File: src/rtl/hazard_ctrl.sv
// Pipeline hazard controller: control-hazard discard, load-use stall and
// memory freeze for the ECAP5-DPROC stages.
module hazard_ctrl #(
  parameter int DISCARD_CYCLES    = 2,
  parameter int LOAD_STALL_CYCLES = 1
) (
  input  logic       clk_i,
  input  logic       rst_i,
  input  logic       branch_i,
  input  logic [4:0] dec_rs1_i,
  input  logic [4:0] dec_rs2_i,
  input  logic       dec_rs1_used_i,
  input  logic       dec_rs2_used_i,
  input  logic       ex_load_i,
  input  logic [4:0] ex_rd_i,
  input  logic       mem_busy_i,
  output logic       control_discard_o,
  output logic       data_stall_o,
  output logic       mem_stall_o
);

  localparam int DISC_W  = $clog2(DISCARD_CYCLES + 1);
  localparam int STALL_W = $clog2(LOAD_STALL_CYCLES + 1);

  localparam logic [DISC_W-1:0]  DISC_LOAD  = DISC_W'(DISCARD_CYCLES - 1);
  localparam logic [STALL_W-1:0] STALL_LOAD = STALL_W'(LOAD_STALL_CYCLES - 1);
  localparam logic [DISC_W-1:0]  DISC_ONE   = DISC_W'(1);
  localparam logic [STALL_W-1:0] STALL_ONE  = STALL_W'(1);

  logic [DISC_W-1:0]  disc_cnt;
  logic [STALL_W-1:0] stall_cnt;
  logic               hit;
  logic               discard;
  logic               stall;

  // x0 is hardwired to zero, so a load targeting it never creates a dependency
  assign hit = ex_load_i & (ex_rd_i != 5'd0) &
               ((dec_rs1_used_i & (dec_rs1_i == ex_rd_i)) |
                (dec_rs2_used_i & (dec_rs2_i == ex_rd_i)));

  assign discard = (branch_i & ~mem_busy_i) | (disc_cnt != '0);
  assign stall   = ~discard & ~mem_busy_i & (hit | (stall_cnt != '0));

  assign mem_stall_o       = rst_i & mem_busy_i;
  assign control_discard_o = rst_i & discard;
  assign data_stall_o      = rst_i & stall;

  // While the bus is busy, execute is frozen and will re-present the branch
  always_ff @(posedge clk_i) begin
    if (!rst_i) begin
      disc_cnt <= '0;
    end else if (!mem_busy_i) begin
      if (branch_i) begin
        disc_cnt <= DISC_LOAD;
      end else if (disc_cnt != '0) begin
        disc_cnt <= disc_cnt - DISC_ONE;
      end
    end
  end

  // A discard flushes the stalled instruction, so pending stall cycles are dropped
  always_ff @(posedge clk_i) begin
    if (!rst_i) begin
      stall_cnt <= '0;
    end else if (discard) begin
      stall_cnt <= '0;
    end else if (!mem_busy_i) begin
      if (hit && (stall_cnt == '0)) begin
        stall_cnt <= STALL_LOAD;
      end else if (stall_cnt != '0) begin
        stall_cnt <= stall_cnt - STALL_ONE;
      end
    end
  end

endmodule

File: config.mk
export PLATFORM = sky130hd
export DESIGN_NAME = hazard_ctrl
export DESIGN_NICKNAME = d
export VERILOG_FILES = /design/src/rtl/hazard_ctrl.sv
export SDC_FILE = /design/constraint.sdc
export NUM_CORES = 1
export LEC_CHECK = 0
export ABC_AREA = 1
export ABC_CLOCK_PERIOD_IN_PS = 1490
export BUFFER_PORTS_ARGS = -buffer_cell sky130_fd_sc_hd__buf_2
export CELL_PAD_IN_SITES_DETAIL_PLACEMENT = 0
export CELL_PAD_IN_SITES_GLOBAL_PLACEMENT = 1
export CORE_UTILIZATION = 21
export DETAILED_ROUTE_END_ITERATION = 6
export GPL_TIMING_DRIVEN = 0
export PLACE_DENSITY = 0.71
export SYNTH_ARGS = -nofsm -noshare
export SYNTH_HDL_FRONTEND = slang
export SYNTH_SLANG_ARGS = --single-unit
export TNS_END_PERCENT = 20
File: constraint.sdc
create_clock -name clk_i -period 1.49 [get_ports clk_i]
set_input_delay 0.3725 -clock clk_i [delete_from_list [all_inputs] [get_ports clk_i]]
set_output_delay 0.3725 -clock clk_i [all_outputs]
set_load 0.02 [all_outputs]
==> out/metrics.yaml <==
run_status:
  status: "finished with violations"
  violations: "negative setup slack"
placed_design:
  place_area_um2: 495
  dp_slack_ps: -52.8
  dp_hpwl_um: 796
  portBuffers: 24
  gp_congestion: 0.723
  dp_cells: 117
clock_network:
  cts_sinks: 2
  ctsLongestPathBuffers: 2
  htreeDepth: 1
  root_buffer: "clkbuf_4"
  clk_pin_slew_ps: 30
  cts_tree: "built"
  cts_buffers: 3
  worstSkewPairLatency_ps: 220
power:
  p_leak_nw: 0.375
  powerDensity_nw_per_um2: 562
  peakVddDrop_v: 0.000479
final_layout:
  area_growth_pct: 65.4
  post-route-util: 0.380
  largest_register_ffs: 2
  fin_cells: 121
  drive_gt1_frac: 0.400
  n_antenna_cell: 0
  largest-register: "disc_cnt"
  top_regs: "disc_cnt (2)"
  fillerInstances: 195
  final_cell_area_um2: 579
  nNetsFinal: 130
route:
  dr.first_iter.drc_count: 7
  ant_nets: 0
  vias: 506
  drt_first_pass_iters: 4
  vias_per_cell: 4.18
  post-route-drc-count: 0
  wl_per_cell_um: 7.69
  wl_um: 931
floorplan:
  core_region_area_um2: 1520
  num_rows: 14
  pin_count: 25
  initial_utilization: 0.230
  dieArea_um2: 1840
  die_w_um: 42.8
  die_h_um: 42.8
synthesis:
  synth_common_cells: "nand2_1 (31), inv_1 (20), nor2_1 (9)"
  synth_area_leaders: "nand2_1 (33%), inv_1 (21%), dfxtp_1 (11%), nor2_1 (9.6%), nand3_1 (5.7%)"
  syn_area_um2: 350
  async_flop_share: 0
  synth_top_area_frac: 0.332
  ys_seq_area_frac: 0.114
  synth_nets: 100
  synth.most_common_cell: "nand2_1"
  ys.flop_type: "dfxtp_1"
  synth_warnings: 0
  synth.distinct_cells: 12
  synth-edff-count: 0
  syn_inst: 77
  syn_area_per_cell_um2: 4.55
  synth_top_cell_by_area: "nand2_1"
  synth_seq_cells: 2
sta:
  setup_violations: 2
  hold_ws_ps: 437
  timing.final.ws_setup_ps: -47.6
  hold_violations: 0
  slew_violations: 0
  grt_setup_unrepaired: "yes"
  worst_slew_pin_slew_ps: 168
  period_needed_ps: 1540
  fin_skew_ps: 4.36
  max_slew_margin: 0.887
  fmax_ghz: 0.650
  timing.final.crit_share: 1.03
setup_path:
  critPathRequiredTime_ps: 1120
  cpLargestDelayFamily: "flip-flops"
  crit_buf_inv: 3
  crit_path_max_incr_delay_ps: 310
  critPathKind: "register to output pin"
  cp_cell_sequence: "inv_2 -> ha_4 -> nand2_4 -> inv_4 -> nand3_2 -> a21oi_2 -> buf_6"
  start_kind: "register"
  cp-end-kind: "output pin"
  worstPathArrival_ps: 1170
  crit_fanout: 2
  crit_slowest_cell: "dfxtp_2"
global_routing:
  grt_usage: 0.114
  grt_max_degree: 5
  antenna_found_initial: 0
  gr-total-overflow: 0
  grt_pass1_wl_mm: 1.67
  grt_pass1_vias: 475
run:
  maxCapViolCount: 0
min_path:
  hp-class: "primary input to register"
## stage by stage
step | power, mW | TNS, ps
after global routing | 0.354 | -208
after floorplan | 0.130 | 0
after detailed placement | 0.181 | -52.8
after CTS | 0.321 | -86.5
final | 0.325 | -85.8
after global placement | 0.179 | -79.3
## report_power, final
part / leakage (nW) / internal [mW] / total (mW) / switching, mW
clock network: 0.0138 / 0.0887 / 0.117 / 0.0284
logic: 0.345 / 0.0669 / 0.146 / 0.0787
registers: 0.0169 / 0.0598 / 0.0627 / 0.00290
## cell usage in the layout (no fill, tap or decap), drive strengths merged
cell type,n
nand3,4
o21ai,1
inv,21
dfxtp,2
nor3,3
clkbuf,3
buf,25
ha,1
a21oi,3
a211oi,1
and3,1
nor2,9
nand2,31
## timing repair
item                       4_1_cts  5_1_grt
hold buffers                     0        0
setup endpoints to repair        2        2
setup buffers                    1        0
gates resized for setup         11        7
pin swaps                        3        2
## worst paths after layout
| kind | cells after the start | from | endpoint | slack (ps) |
|---|---|---|---|---|
| setup / recovery | 7 | disc_cnt[0] | data_stall_o | -50 |
| hold / removal | 3 | rst_i | disc_cnt[1] | 440 |
| setup reg to reg | 7 | disc_cnt[0] | disc_cnt[1] | 380 |
| hold reg to reg | 2 | disc_cnt[1] | disc_cnt[1] | 480 |
## per-layer routing
layer  routed length, um  vias up  GRT usage
li1                    -      282          -
met1                 385      205      0.122
met2                 462       19      0.230
met3                  83        0     0.0298
met4                   0        0          0
met5                   0        -          0
## worst min-delay path, stage by stage
cell	delay, ps
buf_2	120
o21ai_0	70
a21oi_1	40
## kinds of logic (layout without fill, tap and decap cells)
logic type,after synthesis,count (layout),share of synthesized area
AOI/OAI and AO/OA,5,5,0.0786
DFF,2,2,0.114
buffers and inverters,21,49,0.225
and+or+nand+nor,48,48,0.546
adders and majority gates,1,1,0.0357
## final cells by class
class | count | area (um^2) | area share
Multi-Input combinational cell | 54 | 278 | 0.479
Timing Repair Buffer | 25 | 136 | 0.235
Inverter | 21 | 81.3 | 0.140
Sequential cell | 2 | 41.3 | 0.0713
Clock buffer | 3 | 22.5 | 0.0389
Tap cell | 16 | 20.0 | 0.0346
No activity file was read; power rests on OpenSTA's default activity.
